`src/rtl/spad_ctrl_pkg.sv`:
```
// spad_ctrl_pkg: FSM state type and output skid sizing shared by the fill/drain controller
package spad_ctrl_pkg;
    typedef enum logic [1:0] {IDLE, LOAD, DRAIN, DONE} state_t;
    localparam int SKID_DEPTH = 2;
endpackage

```
`src/rtl/spad_out_skid.sv`:
```
// spad_out_skid: 2-entry valid/ready FIFO holding scratchpad read data until the MAC accepts it
module spad_out_skid
    import spad_ctrl_pkg::*;
#(
    parameter int DATA_WIDTH = 16
) (
    input  logic                  clk,
    input  logic                  reset,
    input  logic                  i_valid,
    input  logic [DATA_WIDTH-1:0] i_data,
    output logic                  o_valid,
    input  logic                  i_ready,
    output logic [DATA_WIDTH-1:0] o_data,
    output logic [1:0]            o_count
);
    logic [DATA_WIDTH-1:0] mem [SKID_DEPTH];
    logic                  wptr, rptr;
    logic [1:0]            count;
    logic                  push, pop;
    assign pop     = o_valid && i_ready;
    assign push    = i_valid && (count != 2'(SKID_DEPTH) || pop);
    assign o_valid = count != 2'd0;
    assign o_data  = o_valid ? mem[rptr] : '0;
    assign o_count = count;
    // circular buffer with occupancy count; data is zero while empty
    always_ff @(posedge clk or negedge reset) begin
        if (!reset) begin
            for (int i = 0; i < SKID_DEPTH; i++) mem[i] <= '0;
            wptr  <= 1'b0;
            rptr  <= 1'b0;
            count <= 2'd0;
        end else begin
            if (push) mem[wptr] <= i_data;
            wptr  <= wptr + 1'(push);
            rptr  <= rptr + 1'(pop);
            count <= count + 2'(push) - 2'(pop);
        end
    end
endmodule

```
`src/rtl/spad_fill_drain_ctrl.sv`:
```
// spad_fill_drain_ctrl: loads a job into the scratchpad, then streams it out for N passes
// Optional: define SPAD_FILL_DRAIN_STALL_CNT_EN to add the o_stall_cnt backpressure counter.
module spad_fill_drain_ctrl
    import spad_ctrl_pkg::*;
#(
    parameter int DATA_WIDTH    = 16,
    parameter int ADDR_BITWIDTH = 9
) (
    input  logic                     clk,
    input  logic                     reset,
    input  logic                     i_start,
    input  logic [ADDR_BITWIDTH:0]   i_len,
    input  logic [7:0]               i_passes,
    input  logic                     i_in_valid,
    output logic                     o_in_ready,
    input  logic [DATA_WIDTH-1:0]    i_in_data,
    output logic                     o_spad_wen,
    output logic [ADDR_BITWIDTH-1:0] o_spad_waddr,
    output logic [DATA_WIDTH-1:0]    o_spad_wdata,
    output logic                     o_spad_ren,
    output logic [ADDR_BITWIDTH-1:0] o_spad_raddr,
    input  logic [DATA_WIDTH-1:0]    i_spad_rdata,
    output logic                     o_out_valid,
    input  logic                     i_out_ready,
    output logic [DATA_WIDTH-1:0]    o_out_data,
    output logic                     o_busy,
    output logic                     o_done
`ifdef SPAD_FILL_DRAIN_STALL_CNT_EN
    ,
    output logic [15:0]              o_stall_cnt
`endif
);
    state_t                   state;
    logic [ADDR_BITWIDTH-1:0] len_m1, wcnt, rcnt;
    logic [7:0]               passes_m1, pcnt;
    logic                     reads_done, inflight, pop, last_read;
    logic [1:0]               skid_count;
    assign o_in_ready   = state == LOAD;
    assign o_spad_wen   = o_in_ready && i_in_valid;
    assign o_spad_waddr = o_spad_wen ? wcnt : '0;
    assign o_spad_wdata = o_spad_wen ? i_in_data : '0;
    assign o_busy       = state != IDLE;
    assign pop          = o_out_valid && i_out_ready;
    // a word popped this cycle frees its slot, so back-to-back streaming never bubbles
    assign o_spad_ren   = state == DRAIN && !reads_done &&
                          (3'(skid_count) + 3'(inflight) - 3'(pop)) < 3'(SKID_DEPTH);
    assign o_spad_raddr = o_spad_ren ? rcnt : '0;
    assign last_read    = rcnt == len_m1 && pcnt == passes_m1;
    // job sequencing: latch parameters, count writes, then reads across passes
    always_ff @(posedge clk or negedge reset) begin
        if (!reset) begin
            state      <= IDLE;
            len_m1     <= '0;
            passes_m1  <= '0;
            wcnt       <= '0;
            rcnt       <= '0;
            pcnt       <= '0;
            reads_done <= 1'b0;
            inflight   <= 1'b0;
            o_done     <= 1'b0;
        end else begin
            o_done   <= 1'b0;
            inflight <= o_spad_ren;
            case (state)
                IDLE: if (i_start) begin
                    len_m1     <= ADDR_BITWIDTH'(i_len - 1'b1);
                    passes_m1  <= (i_passes == 8'd0) ? 8'd0 : i_passes - 8'd1;
                    wcnt       <= '0;
                    rcnt       <= '0;
                    pcnt       <= '0;
                    reads_done <= 1'b0;
                    state      <= (i_len == '0) ? DONE : LOAD;
                end
                LOAD: if (o_spad_wen) begin
                    wcnt <= wcnt + 1'b1;
                    if (wcnt == len_m1) state <= DRAIN;
                end
                DRAIN: begin
                    if (o_spad_ren) begin
                        rcnt <= (rcnt == len_m1) ? '0 : rcnt + 1'b1;
                        if (rcnt == len_m1) pcnt <= pcnt + 8'd1;
                        if (last_read) reads_done <= 1'b1;
                    end
                    if (reads_done && !inflight && skid_count == 2'd0) state <= DONE;
                end
                DONE: begin
                    o_done <= 1'b1;
                    state  <= IDLE;
                end
                default: state <= IDLE;
            endcase
        end
    end
    spad_out_skid #(.DATA_WIDTH(DATA_WIDTH)) u_skid (
        .clk    (clk),
        .reset  (reset),
        .i_valid(inflight),
        .i_data (i_spad_rdata),
        .o_valid(o_out_valid),
        .i_ready(i_out_ready),
        .o_data (o_out_data),
        .o_count(skid_count)
    );
`ifdef SPAD_FILL_DRAIN_STALL_CNT_EN
    // saturating count of backpressured output cycles, cleared when a job is accepted
    always_ff @(posedge clk or negedge reset) begin
        if (!reset) o_stall_cnt <= '0;
        else if (state == IDLE && i_start) o_stall_cnt <= '0;
        else if (o_out_valid && !i_out_ready && o_stall_cnt != 16'hFFFF) o_stall_cnt <= o_stall_cnt + 16'd1;
    end
`endif
endmodule
```
`config.mk`:
```
export PLATFORM = sky130hd
export DESIGN_NAME = spad_fill_drain_ctrl
export DESIGN_NICKNAME = d
export VERILOG_FILES = /design/src/rtl/spad_ctrl_pkg.sv /design/src/rtl/spad_out_skid.sv /design/src/rtl/spad_fill_drain_ctrl.sv
export SDC_FILE = /design/constraint.sdc
export NUM_CORES = 1
export LEC_CHECK = 0
export CAP_MARGIN = 25
export CORE_MARGIN = 2
export CORE_UTILIZATION = 50
export CTS_CLUSTER_SIZE = 24
export DETAILED_ROUTE_END_ITERATION = 7
export HOLD_SLACK_MARGIN = 0.06
export PLACE_DENSITY_LB_ADDON = 0.3
export SLEW_MARGIN = 20
export SYNTH_ARGS = -nofsm -noshare
export SYNTH_HDL_FRONTEND = slang
export SYNTH_SLANG_ARGS = --single-unit
```
`constraint.sdc`:
```
create_clock -name clk -period 3.9 [get_ports clk]
set_clock_uncertainty 0.05 [all_clocks]
set_input_delay 0.78 -clock clk [delete_from_list [all_inputs] [get_ports clk]]
set_output_delay 0.78 -clock clk [all_outputs]
set_load 0.005 [all_outputs]
```
==> impl_metrics.toml <==
[grt]
grt_pass1_vias = 3815
grt_max_degree = 85
grtUsageTotal = 0.220
grt_pass1_wl_mm = 18.0
grt_overflow = 0
antenna_found_initial = 0

[sta]
hold_viol = 0
slew_headroom = 0.374
timing.fmax_ghz = 0.263
hold_slack_ps = 413
setup_slack_ps = 91.9
post-route-period-util = 0.976
tightest_slew_ps = 939
setup_viol = 0
finalSetupTns_ps = 0
period_needed_ps = 3810
rsz0062_at_grt = "false"
slew_viol_final = 0

[clock_network]
clockBufferDepth = 2
clkLatencyLatePin_ps = 350
numCtsBuffers = 9
clock-sinks = 84
path_clk_slew_ps = 90
holdBufCountCts = 0
cts_tree = "built"
h-tree-depth = 3
root_buffer = "clkbuf_8"

[power_and_ir_drop]
power_density_nw_per_um2 = 637
leakage_uw = 0.00292
finalPower_uw = 4030
max-vdd-ir-drop_uv = 292

[hold_path]
holdCritPathClass = "in -> async"

[route]
finalWirelength_mm = 11.4
drc = 0
drt-pass1-iter-count = 4
vias = 4041
drt_iter0_drc = 218
ant_nets = 0
viasPerCell = 5.50
wl_per_cell_um = 15.5

[final_layout]
finalNetCount = 671
multiInputGateArea_um2 = 2560
register_area_um2 = 2100
fillers = 749
n_antenna_cell = 0
drive_above_1_share = 0.129
postLayoutCellArea_um2 = 6320
area_growth_pct = 32.0

[critical_path]
start_kind = "input port"
arrival_ps = 2980
worst-path-max-fanout = 5
reg2reg_to = "pcnt[7]"
timing.critical_path.required_ps = 3070
path_cells = "dlygate4sd2_1, nor2b_4, ha_4, inv_2, nand2_1, fa_1, nor2b_4, buf_4, and3_4, buf_4, and2_1, dlygate4sd2_1"
cp-end-kind = "output port"
reg2reg_depth = 15
critPathBufInv = 5
crit_path_max_incr_delay_ps = 430
reg2reg_from = "u_skid.o_count[1]"
critPathTopFamily = "buffers and inverters"
critPathKind = "in -> out"
critPathSlowestCell = "fa_1"
reg2reg_slack_ps = 590

[floorplanning]
row_count = 35
die_area_um2 = 10400
fp.dieW_um = 102
coreArea_um2 = 9280
boundaryPins = 111
die_h_um = 102
start_util = 0.516

[synth]
synthesis.area_um2 = 4790
synth_top_area_share = 0.439
yosys_most_used_dff = "dfrtp_1"
synth-edff-count = 0
ys_types = 45
netlist_instances = 489
yosys_warnings = 0
synth.most_common_cell = "dfrtp_1"
ys_top_cells_by_area = "dfrtp_1 (44%), mux2_2 (7.8%), xor2_1 (5.3%), mux2i_1 (4.0%), and3_1 (3.9%)"
synth_seq_cells = 84
syn_area_per_cell_um2 = 9.80
synth_area_leader_cell = "dfrtp_1"
synth_nets = 559
yosysSeqAreaShare = 0.439
async_reset_ff_frac = 1.00
yosys-top-cells-count = "dfrtp_1 (84), nand2_1 (39), nor2_1 (35)"

[placed_design]
placed_area_um2 = 6030
dp.final_hpwl_mm = 8.16
portBuffers = 110
preCtsSetupSlack_ps = -474
place_congestion = 0.857

[status]
status = "finished clean"

[run]
cap_violations = 0
## through the flow
stage | instances | utilization
global placement | 713 | 0.650
finish | 735 | 0.681
CTS | 735 | 0.680
detailed placement | 713 | 0.650
global route | 735 | 0.681
floorplan | 489 | -
## worst reg2reg max path, stage by stage (launching register included)
cell     delay [ps]
dfrtp_1         490
nor2_2          220
nor2b_4          70
ha_4            210
inv_2            50
nand2_1          60
fa_1            510
nor2b_4         170
buf_4           120
buf_4            90
buf_4            90
a21o_1          140
nand2_1          60
buf_4           200
or4_1           530
a21oi_1         160
## how the worst max path moves through the flow
stage	from	depth (start not counted)	slack, ps	end
after floorplan	i_out_ready	9	590	o_spad_raddr[0]
after global placement	i_out_ready	10	-310	o_spad_raddr[8]
after detailed placement	i_out_ready	10	-470	o_spad_raddr[1]
after CTS	u_skid.o_count[1]	12	110	o_spad_raddr[1]
after global routing	u_skid.o_count[1]	12	20	o_spad_raddr[1]
final	i_out_ready	12	90	o_spad_raddr[8]
## cell usage in the layout, fill, tap and decap left out, types with 3 or more instances in the layout
| cell type | n |
|---|---|
| nor3_1 | 9 |
| buf_4 | 17 |
| nand2b_1 | 3 |
| inv_1 | 19 |
| a21oi_1 | 12 |
| mux2_2 | 33 |
| nand2_1 | 39 |
| xor2_1 | 29 |
| o21ai_0 | 23 |
| and3_1 | 29 |
| o211ai_1 | 6 |
| mux2i_1 | 19 |
| clkbuf_8 | 10 |
| nor2_1 | 34 |
| or4_1 | 7 |
| clkdlybuf4s50_1 | 98 |
| nand3_1 | 15 |
| nand4_1 | 7 |
| and2_1 | 11 |
| ha_1 | 13 |
| or3_1 | 3 |
| dlygate4sd2_1 | 11 |
| o31ai_1 | 7 |
| nor4_1 | 8 |
| xnor2_1 | 20 |
| dfrtp_1 | 84 |
## final cells by class
type                            count  share of cell area
Clock buffer                       10              0.0218
Clock inverter                      6              0.0113
Inverter                           20              0.0119
Multi-Input combinational cell    359               0.405
Sequential cell                    84               0.332
Tap cell                          129              0.0255
Timing Repair Buffer              127               0.192
## cells by family after synthesis
| logic type | count (synthesis) | synth area share |
|---|---|---|
| adder cells (fa/ha/maj) | 15 | 0.0407 |
| buffers and inverters | 47 | 0.0381 |
| AO/OA/AOI/OAI | 60 | 0.0781 |
| AND/OR/NAND/NOR | 181 | 0.196 |
| multiplexers | 52 | 0.117 |
| flip-flops | 84 | 0.439 |
| XOR/XNOR | 50 | 0.0914 |
## where the power goes
group / switching, uW / internal (uW) / total, uW / leakage (uW)
sequential: 300 / 1180 / 1480 / 0.00110
clock: 328 / 319 / 647 / 0.0000995
combinational: 875 / 1030 / 1900 / 0.00173
## routing by layer
layer | vias up | global-route usage | wire, um
met5 | - | 0 | 0
met4 | 0 | 0.0749 | 143
met3 | 14 | 0.0349 | 631
met2 | 125 | 0.372 | 5670
met1 | 1966 | 0.290 | 4960
li1 | 1936 | - | -
## registers in the layout (all words and copies together) (netlist names)
| register | flops |
|---|---|
| inflight | 1 |
| state | 2 |
| u_skid.mem | 32 |
| rcnt | 9 |
| passes_m1 | 8 |
| o_done | 1 |
| u_skid.rptr | 1 |
| pcnt | 8 |
| len_m1 | 9 |
| u_skid.o_count | 2 |
| wcnt | 9 |
| u_skid.wptr | 1 |
| reads_done | 1 |
## what timing repair did
| action | in CTS | in global routing |
|---|---|---|
| resized for setup | 21 | 1 |
| setup endpoints to repair | 10 | 4 |
| buffers inserted | 5 | 0 |
| cloned | 1 | 0 |
| hold endpoints to repair | 0 | 0 |
Note: power is estimated with default switching activity, not from simulation.
